--- config.mk ---
export PLATFORM = sky130hd
export DESIGN_NAME = csr_access_ctrl
export DESIGN_NICKNAME = d
export VERILOG_FILES = /design/src/rtl/csr_access_ctrl_pkg.sv /design/src/rtl/csr_access_ctrl_alu.sv /design/src/rtl/csr_access_ctrl.sv
export SDC_FILE = /design/constraint.sdc
export NUM_CORES = 1
export LEC_CHECK = 0
export CORE_MARGIN = 10
export CORE_UTILIZATION = 46
export CTS_BUF_LIST = sky130_fd_sc_hd__clkbuf_4 sky130_fd_sc_hd__clkbuf_8 sky130_fd_sc_hd__clkbuf_16
export CTS_CLUSTER_DIAMETER = 40
export DETAILED_ROUTE_END_ITERATION = 8
export HOLD_SLACK_MARGIN = 0.03
export PLACE_DENSITY = 0.81
export SYNTH_ARGS = -nofsm -noshare
export SYNTH_HDL_FRONTEND = slang
export SYNTH_HIERARCHICAL = 1
export SYNTH_SLANG_ARGS = --single-unit
--- constraint.sdc ---
create_clock -name clk -period 2.1 [get_ports clk]
set_input_delay 0.42 -clock clk [delete_from_list [all_inputs] [get_ports clk]]
set_output_delay 0.42 -clock clk [all_outputs]
set_load 0.02 [all_outputs]
--- src/rtl/csr_access_ctrl_pkg.sv ---
// rtl/csr_access_ctrl_pkg.sv - shared types, CSR addresses and funct3 encodings for csr_access_ctrl
package csr_access_ctrl_pkg;

    localparam int CSR_XLEN = 64;

    localparam logic [11:0] CSR_MEPC   = 12'h341;
    localparam logic [11:0] CSR_MCAUSE = 12'h342;
    localparam logic [11:0] CSR_MTVAL  = 12'h343;

    typedef enum logic [2:0] {
        CSRRW  = 3'b001,
        CSRRS  = 3'b010,
        CSRRC  = 3'b011,
        CSRRWI = 3'b101,
        CSRRSI = 3'b110,
        CSRRCI = 3'b111
    } csr_funct3_e;

    typedef enum logic [2:0] {
        ST_IDLE,
        ST_RD,
        ST_WR,
        ST_RESP,
        ST_T_EPC,
        ST_T_CAUSE,
        ST_T_TVAL
    } csr_ctrl_state_t;

    localparam int N_IMPL = 13;
    localparam logic [11:0] IMPL_ADDRS [N_IMPL] = '{
        12'h300, 12'h301, 12'h304, 12'h305, 12'h340, 12'h341, 12'h342,
        12'h343, 12'h344, 12'hF11, 12'hF12, 12'hF13, 12'hF14
    };

    function automatic logic csr_is_implemented(input logic [11:0] addr);
        logic hit;
        hit = 1'b0;
        for (int i = 0; i < N_IMPL; i++) begin
            if (IMPL_ADDRS[i] == addr) hit = 1'b1;
        end
        return hit;
    endfunction

    // 000 and 100 are the only unused encodings in the Zicsr space.
    function automatic logic funct3_ok(input logic [2:0] funct3);
        return funct3[1:0] != 2'b00;
    endfunction

endpackage

--- src/rtl/csr_access_ctrl_alu.sv ---
// rtl/csr_access_ctrl_alu.sv - combinational read-modify-write value and write-suppress decision
module csr_access_ctrl_alu
    import csr_access_ctrl_pkg::*;
#(
    parameter int XLEN = CSR_XLEN
) (
    input  logic [2:0]      funct3,
    input  logic [XLEN-1:0] old_val,
    input  logic [XLEN-1:0] src,
    input  logic [4:0]      rs1,
    output logic [XLEN-1:0] new_val,
    output logic            write_suppress
);

    logic [XLEN-1:0] src_eff;

    always_comb begin
        src_eff        = funct3[2] ? {{(XLEN-5){1'b0}}, rs1} : src;
        new_val        = old_val;
        write_suppress = 1'b1;
        case (funct3)
            CSRRW, CSRRWI: begin
                new_val        = src_eff;
                write_suppress = 1'b0;
            end
            CSRRS, CSRRSI: begin
                new_val        = old_val | src_eff;
                write_suppress = (rs1 == 5'd0);
            end
            CSRRC, CSRRCI: begin
                new_val        = old_val & ~src_eff;
                write_suppress = (rs1 == 5'd0);
            end
            default: ;
        endcase
    end

endmodule

--- src/rtl/csr_access_ctrl.sv ---
// rtl/csr_access_ctrl.sv - Zicsr read/write sequencer sharing the CSR write port with trap entry
// Optional read-only/unimplemented address check: CSR_ILLEGAL_CHECK_EN
module csr_access_ctrl
    import csr_access_ctrl_pkg::*;
#(
    parameter int XLEN = CSR_XLEN
) (
    input  logic            clk,
    input  logic            rst_n,
    input  logic            req_valid,
    output logic            req_ready,
    input  logic [2:0]      req_funct3,
    input  logic [11:0]     req_addr,
    input  logic [4:0]      req_rs1,
    input  logic [XLEN-1:0] req_src,
    output logic            resp_valid,
    input  logic            resp_ready,
    output logic [XLEN-1:0] resp_data,
    output logic            resp_illegal,
    input  logic            trap_valid,
    input  logic [XLEN-1:0] trap_epc,
    input  logic [XLEN-1:0] trap_cause,
    input  logic [XLEN-1:0] trap_tval,
    output logic            trap_done,
    output logic [11:0]     csr_raddr,
    input  logic [XLEN-1:0] csr_rdata,
    output logic [11:0]     csr_waddr,
    output logic [XLEN-1:0] csr_wdata,
    output logic            csr_we
);

    csr_ctrl_state_t state_q, state_d;
    logic [2:0]      funct3_q, funct3_d;
    logic [11:0]     addr_q, addr_d;
    logic [4:0]      rs1_q, rs1_d;
    logic [XLEN-1:0] src_q, src_d;
    logic [XLEN-1:0] old_q, old_d;
    logic            ready_q, ready_d;
    logic [11:0]     raddr_q, raddr_d;
    logic [11:0]     waddr_q, waddr_d;
    logic [XLEN-1:0] wdata_q, wdata_d;
    logic            we_q, we_d;
    logic            resp_valid_q, resp_valid_d;
    logic [XLEN-1:0] resp_data_q, resp_data_d;
    logic            resp_illegal_q, resp_illegal_d;
    logic            trap_done_q, trap_done_d;

    logic [XLEN-1:0] alu_new;
    logic            alu_suppress;
    logic            rd_illegal;

    csr_access_ctrl_alu #(.XLEN(XLEN)) u_alu (
        .funct3         (funct3_q),
        .old_val        (csr_rdata),
        .src            (src_q),
        .rs1            (rs1_q),
        .new_val        (alu_new),
        .write_suppress (alu_suppress)
    );

`ifdef CSR_ILLEGAL_CHECK_EN
    assign rd_illegal = !funct3_ok(funct3_q) || !csr_is_implemented(addr_q) ||
                        ((addr_q[11:10] == 2'b11) && !alu_suppress);
`else
    assign rd_illegal = !funct3_ok(funct3_q);
`endif

    // A pending trap masks ready so the pipeline never sees a request accepted and then stalled.
    assign req_ready    = ready_q && !trap_valid;
    assign resp_valid   = resp_valid_q;
    assign resp_data    = resp_data_q;
    assign resp_illegal = resp_illegal_q;
    assign trap_done    = trap_done_q;
    assign csr_raddr    = raddr_q;
    assign csr_waddr    = waddr_q;
    assign csr_wdata    = wdata_q;
    assign csr_we       = we_q;

    always_comb begin
        state_d        = state_q;
        funct3_d       = funct3_q;
        addr_d         = addr_q;
        rs1_d          = rs1_q;
        src_d          = src_q;
        old_d          = old_q;
        ready_d        = 1'b0;
        raddr_d        = 12'd0;
        waddr_d        = 12'd0;
        wdata_d        = '0;
        we_d           = 1'b0;
        resp_valid_d   = 1'b0;
        resp_data_d    = '0;
        resp_illegal_d = 1'b0;
        trap_done_d    = 1'b0;

        case (state_q)
            ST_IDLE: begin
                if (trap_valid) begin
                    state_d = ST_T_EPC;
                end else if (req_valid && req_ready) begin
                    funct3_d = req_funct3;
                    addr_d   = req_addr;
                    rs1_d    = req_rs1;
                    src_d    = req_src;
                    state_d  = ST_RD;
                end
            end
            ST_RD: begin
                old_d   = csr_rdata;
                state_d = rd_illegal ? ST_RESP : ST_WR;
            end
            ST_WR:      state_d = ST_RESP;
            ST_RESP:    if (resp_ready) state_d = ST_IDLE;
            ST_T_EPC:   state_d = ST_T_CAUSE;
            ST_T_CAUSE: state_d = ST_T_TVAL;
            ST_T_TVAL:  state_d = ST_IDLE;
            default:    state_d = ST_IDLE;
        endcase

        // Outputs are registered, so they are decoded from the state being entered.
        case (state_d)
            ST_IDLE: ready_d = 1'b1;
            ST_RD:   raddr_d = addr_d;
            ST_WR: begin
                waddr_d = addr_q;
                wdata_d = alu_new;
                we_d    = !alu_suppress;
            end
            ST_RESP: begin
                resp_valid_d   = 1'b1;
                resp_data_d    = old_d;
                resp_illegal_d = (state_q == ST_RD) ? rd_illegal : resp_illegal_q;
            end
            ST_T_EPC: begin
                waddr_d = CSR_MEPC;
                wdata_d = trap_epc;
                we_d    = 1'b1;
            end
            ST_T_CAUSE: begin
                waddr_d = CSR_MCAUSE;
                wdata_d = trap_cause;
                we_d    = 1'b1;
            end
            ST_T_TVAL: begin
                waddr_d     = CSR_MTVAL;
                wdata_d     = trap_tval;
                we_d        = 1'b1;
                trap_done_d = 1'b1;
            end
            default: ;
        endcase
    end

    always_ff @(posedge clk or negedge rst_n) begin
        if (!rst_n) begin
            state_q        <= ST_IDLE;
            funct3_q       <= 3'd0;
            addr_q         <= 12'd0;
            rs1_q          <= 5'd0;
            src_q          <= '0;
            old_q          <= '0;
            ready_q        <= 1'b0;
            raddr_q        <= 12'd0;
            waddr_q        <= 12'd0;
            wdata_q        <= '0;
            we_q           <= 1'b0;
            resp_valid_q   <= 1'b0;
            resp_data_q    <= '0;
            resp_illegal_q <= 1'b0;
            trap_done_q    <= 1'b0;
        end else begin
            state_q        <= state_d;
            funct3_q       <= funct3_d;
            addr_q         <= addr_d;
            rs1_q          <= rs1_d;
            src_q          <= src_d;
            old_q          <= old_d;
            ready_q        <= ready_d;
            raddr_q        <= raddr_d;
            waddr_q        <= waddr_d;
            wdata_q        <= wdata_d;
            we_q           <= we_d;
            resp_valid_q   <= resp_valid_d;
            resp_data_q    <= resp_data_d;
            resp_illegal_q <= resp_illegal_d;
            trap_done_q    <= trap_done_d;
        end
    end

endmodule

Word-level counts from Yosys, hierarchy flattened
Cells that the tools add are included.
{"block": "classes", "reduce_logical": 15, "muxes": 22, "eq_ne": 18, "bitwise_logic": 4}
{"op": "$pmux W64 S4", "n": 1}
{"op": "$mux W64", "n": 3}
{"op": "$pmux W64 S3", "n": 1}
{"op": "$and A64 B64 Y64", "n": 1}
{"op": "$not A64 Y64", "n": 1}
{"op": "$or A64 B64 Y64", "n": 1}
{"op": "$mux W12", "n": 4}
{"op": "$pmux W12 S4", "n": 1}
{"op": "$eq A3 B3 Y1 const B", "n": 8}
{"op": "$eq A3 B2 Y1 const B", "n": 6}
{"op": "$pmux W3 S6", "n": 1}
{"op": "$eq A3 B1 Y1 const B", "n": 3}
{"op": "$mux W3", "n": 3}
{"op": "$logic_not A3 Y1", "n": 2}
{"op": "$mux W1", "n": 6}
{"op": "$reduce_or A2 Y1", "n": 3}
{"op": "$logic_not A5 Y1", "n": 1}
{"op": "$pmux W1 S2", "n": 2}
{"op": "$reduce_or A4 Y1", "n": 1}
{"op": "$logic_not A1 Y1", "n": 3}
{"op": "$reduce_and A3 Y1", "n": 1}
{"op": "$reduce_or A3 Y1", "n": 1}
{"op": "$logic_and A1 B1 Y1", "n": 2}
{"op": "$ne A2 B2 Y1 const B", "n": 1}
{"op": "other kinds (2)", "n": 2}
{"block": "word_totals", "input_bits": 345, "elab_cells": 74, "register_bits": 308, "out_inout_bits": 157}

Logic depth before layout (Yosys ltp)
{"block": "depth", "depth_word": 9, "depth_mapped": 8, "depth_no_buf": 5}

Modules after synthesis
The synthesis kept the hierarchy.
{"mod": "csr_access_ctrl", "cells_per_inst": 980, "area_per_inst_um2": 12462.0, "seq_area_each_um2": 7707.4, "instances": 1}
{"mod": "csr_access_ctrl_alu", "cells_per_inst": 289, "area_per_inst_um2": 1870.5, "seq_area_each_um2": 0.0, "instances": 1}

Least setup slack after synthesis
OpenSTA, ideal clock, no wires.
{"block": "synth_timing", "kind": "register to register", "from": "reg state_q[1]", "to": "reg resp_data_q[14], in the netlist resp_data[14]", "arrival_time_ns": 1.590, "n_path_buf": 3, "setup_ns": 0.118, "synth_period_minus_slack_ns": 1.708, "t_required_ns": 1.982, "path_slack_ns": 0.392, "stages_incl_launch_ff": 7, "path_cell_list": "dfrtp_1 > buf_6 > nor3b_1 > buf_4 > buf_4 > mux2_2 > nor2b_4"}
{"block": "synth_between", "word_cells_on_any_way": 13, "classes_between": "eq/ne: 6; mux: 6; reduce/logical: 1"}
{"element": "start: declaration", "line_no": "csr_access_ctrl.sv:32", "text": "csr_ctrl_state_t state_q, state_d;"}
{"element": "start signal: assignment", "line_no": "csr_access_ctrl.sv:172", "text": "state_q <= state_d;"}
{"element": "$eq A3 B1 Y1", "line_no": "csr_access_ctrl.sv:96", "text": "case (state_q)"}
{"element": "$mux W64", "line_no": "csr_access_ctrl.sv:96"}
{"element": "net old_d[14]", "line_no": "csr_access_ctrl.sv:37", "text": "logic [XLEN-1:0] old_q, old_d;"}
{"element": "$mux W64", "line_no": "csr_access_ctrl.sv:121", "text": "case (state_d)"}
{"element": "net resp_data_d[14]", "line_no": "csr_access_ctrl.sv:44", "text": "logic [XLEN-1:0] resp_data_q, resp_data_d;"}
{"element": "end signal: assignment", "line_no": "csr_access_ctrl.sv:184", "text": "resp_data_q <= resp_data_d;"}
{"element": "end: declaration", "line_no": "csr_access_ctrl.sv:44"}
The timed path passes the listed nets, and every way through them passes these cells.
A chain may end at the register's enable or synchronous reset.

Worst setup path after layout
{"block": "layout_timing", "from": "reg resp_data_q[0], in the netlist resp_data[0]", "to": "out resp_data[0]"}
{"element": "end: declaration", "line_no": "csr_access_ctrl.sv:18", "text": "output logic [XLEN-1:0] resp_data,"}
No word-level cell between the ends.

==> results by stage <==
Clocking:
- The worst-skew pair later-pin latency is 0.52 ns.
- The tree is rooted in a clkbuf_16.
- After clock tree synthesis, the clock-pin slew on the worst setup and hold paths is 0.06 ns.
- The H-tree was split into 2 levels.
- Clock tree synthesis found a total of 308 sinks.
- The maximum number of buffers from clock root to sink is 3.
- The total CTS buffers is 43.
- TritonCTS built the clock tree.

Timing:
- The highest attainable clock frequency is 504 MHz.
- The final hold slack is 0.435 ns.
- The post-route minimum period is 1.98 ns.
- The final max-slew violation count is 0.
- The worst relative slew slack is 0.663.
- Setup slack on the critical path of the routed design comes to 0.117 ns.
- The number of hold violations in the final report came to 0.
- The slew at the pin closest to its max-slew limit is 0.505 ns.
- The count of final setup violators is 0.
- Across the routed clock network, the largest skew measured is 0.0152 ns.
- The post-route fraction of the period consumed by the critical path is 0.944.
- Setup repair after global routing left no endpoint under its margin.

Hold path:
- The number of cells traversed by the worst hold path is 3.
- The min-delay analysis places its worst path in the category input pin to register.
- For hold timing, the worst endpoint is src_q[62].
- In this run the most critical hold path is launched from req_src[62].

Die:
- The core area is 30700 µm².
- The number of standard-cell rows in the floorplan is 64.
- In this run the horizontal extent of the chip is 197 µm.
- The chip height is 197 µm.
- The number of top-level pins is 502.
- The die covers 38600 µm².
- For this configuration, the core starts out at a cell density of 0.467.

Route:
- The number of routed nets with antenna violations is 0.
- After detailed routing, the number of vias per cell comes to 5.31.
- In the routed design, unresolved DRC markers number 0.
- After the first detailed-routing iteration, the DRC count stood at 665.
- Before antenna repair, the detailed router went through 6 iterations.
- In the final routed layout, each cell accounts on average for 22.6 µm.
- The number of vias in the routed layout is 11800.
- The routed wire length is 50.1 mm.

Place:
- At the placement stage, the worst setup path has a slack of -0.0576 ns.
- In this run the cell area measured after placement is 20100 µm².
- Buffers placed on the I/O ports in this run total 501.
- The post-DP HPWL is 37.9 mm.
- The placer congestion estimate is 0.856.

Worst setup path:
- The critical path is of the register to output pin type.
- The critical path goes through clkdlybuf4s50_1.
- The number of buffers and inverters on the critical path is 1.
- For flop-to-flop paths, the worst setup slack is 0.17 ns.
- The required time of the critical path is 1.68 ns.
- The maximum fanout along the worst path is 1.
- The data arrival time at the worst-slack endpoint is 1.56 ns.
- The cell family contributing the most delay on the critical path is buffers and inverters.
- The number of cells on the worst reg-to-reg path is 4.
- For this design, the slowest cell found on the critical path is clkdlybuf4s50_1.
- The nature of the critical path endpoint is an output pin.
- STA classifies the critical path startpoint as a register.
- The start of the worst register-to-register path is state_q[1].
- The longest individual stage delay on the worst path is 0.73 ns.
- The end of the worst register-to-register path is resp_data[43].

Global routing:
- The number of antenna violations at the first check in global routing was 7.
- The sum of overflow across all layers after global routing is 0.
- The wire length of the first global-routing pass is 75.4 mm.
- Entering global routing, the biggest net connects 57 pins.
- The via count of the first global-routing pass is 12900.
- The total routing resource utilization after global routing is 0.248.

Power and ir drop:
- Power spread over the standard cell area amounts to 1480 nW/µm².
- The leakage power is 0.00982 µW.
- The total power is 31800 µW.
- VDD sags by at most 0.000799 V.

Finish:
- The library cells used most frequently in the layout, excluding fill and tap cells, are 499 x clkdlybuf4s50_1, 304 x dfrtp_1, 220 x nand2_1.
- In the final layout, the share of cells above drive strength 1 is 0.151.
- The number of inserted filler cells in the final layout is 2202.
- The most common cell after layout, fill and taps aside is clkdlybuf4s50_1.
- The final layout contains 2132 nets.
- Registers take 7720 µm².
- Summing all non-filler instances in the final layout gives an area of 21500 µm².
- The area growth from synthesis to layout is 50.3%.
- The multi-input combinational cells in the finished layout cover a total of 6010 µm².

Flow run:
- The max-capacitance violation count is 0.

Yosys:
- For this run, the register share of the synthesized area comes to 0.538.
- The number of nets handed over by synthesis was 1614.
- The cell area after synthesis is 14300 µm².
- The average footprint of a synthesized cell is 11.3 µm².
- The number of standard cells after synthesis is 1269.
- The number of distinct library cells after synthesis is 38.
- In the synthesized netlist the dominant register cell turns out to be dfrtp_1.
- The count of flip-flops with a built-in enable after synthesis is 0.
- The flip-flop and latch count after synthesis is 308.
- The Yosys warning count is 6.
- Of all flip-flops after synthesis, the portion carrying an async set or reset was 1.00.

Outcome:
- The flow ran to the end, and the final reports show no timing, DRC or antenna violations.
kinds of logic after synthesis:
logic type | after synthesis | synth area share
buffers and inverters | 95 | 0.0451
XOR/XNOR | 59 | 0.0361
AO/OA/AOI/OAI | 219 | 0.102
AND/OR/NAND/NOR | 450 | 0.176
multiplexers | 138 | 0.103
flip-flops | 308 | 0.538
cell type report:
| cell class | instances | share of cell area |
|---|---|---|
| Timing Repair Buffer | 565 | 0.271 |
| Inverter | 3 | 0.000523 |
| Multi-Input combinational cell | 866 | 0.279 |
| Tap cell | 396 | 0.0230 |
| Clock inverter | 26 | 0.0118 |
| Sequential cell | 308 | 0.358 |
| Clock buffer | 52 | 0.0556 |
| Antenna cell | 6 | 0.000697 |
sequential cells by signal, indices dropped and copies added, names as in the netlist:
register      flops
csr_wdata        64
funct3_q          3
resp_data        64
state_q           3
src_q            64
rs1_q             5
csr_we            1
old_q            64
csr_raddr        12
addr_q           12
resp_illegal      1
csr_waddr        12
trap_done         1
ready_q           1
resp_valid        1
cell usage after synthesis (3+ instances only):
master    count  share of area
dfrtp_1     308           0.54
buf_2        32          0.011
nand2_1     220          0.058
nor2b_4      50          0.048
mux2i_1      69          0.048
xnor2_1      59          0.036
and2b_1      18         0.0094
mux2_2       66          0.052
buf_6        18          0.014
nor2_1       71          0.019
a221o_1      64          0.045
buf_12        5         0.0070
clkbuf_1     26         0.0068
a21oi_1     134          0.047
a21o_1       13         0.0068
nor2b_1      57          0.025
nand2b_1      3         0.0013
inv_1         3        0.00079
and2_1       19         0.0083
buf_4         9         0.0047
power breakdown:
part | internal, µW | total (µW) | switching [µW]
registers | 8310 | 9290 | 984
clock network | 4400 | 7200 | 2790
logic | 7620 | 15300 | 7720
per-layer routing:
layer / up-vias / share of wire / global-route usage
met5: - / 0.00024 / 0
met2: 520 / 0.51 / 0.435
met1: 5829 / 0.37 / 0.280
met4: 2 / 0.036 / 0.0990
li1: 5345 / - / -
met3: 99 / 0.087 / 0.0704
how the worst max path moves through the flow:
stage,depth (start not counted),end,from,slack (ns)
global route,1,resp_data[0],resp_data[0],0.05
global placement,7,resp_data[32],trap_valid,-0.04
finish,1,resp_data[0],resp_data[0],0.12
CTS,1,resp_data[0],resp_data[0],0.06
floorplan,6,resp_data[14],state_q[1],0.39
detailed placement,4,req_ready,trap_valid,-0.06
per-stage QoR:
stage	setup TNS [ns]	std cells	util
CTS	0	2216	0.702
finish	0	2222	0.702
floorplan	0	1269	-
global placement	-1.29	2137	0.654
global route	0	2221	0.702
detailed placement	-0.566	2137	0.654
repair_timing:
action / in CTS / in global routing
endpoints found under the hold margin: 41 / 0
gates resized for setup: 1 / 0
setup endpoints to repair: 1 / 0
hold buffers: 1 / 0
buffers inserted: 0 / 0
(Power assumes the default switching activity.)
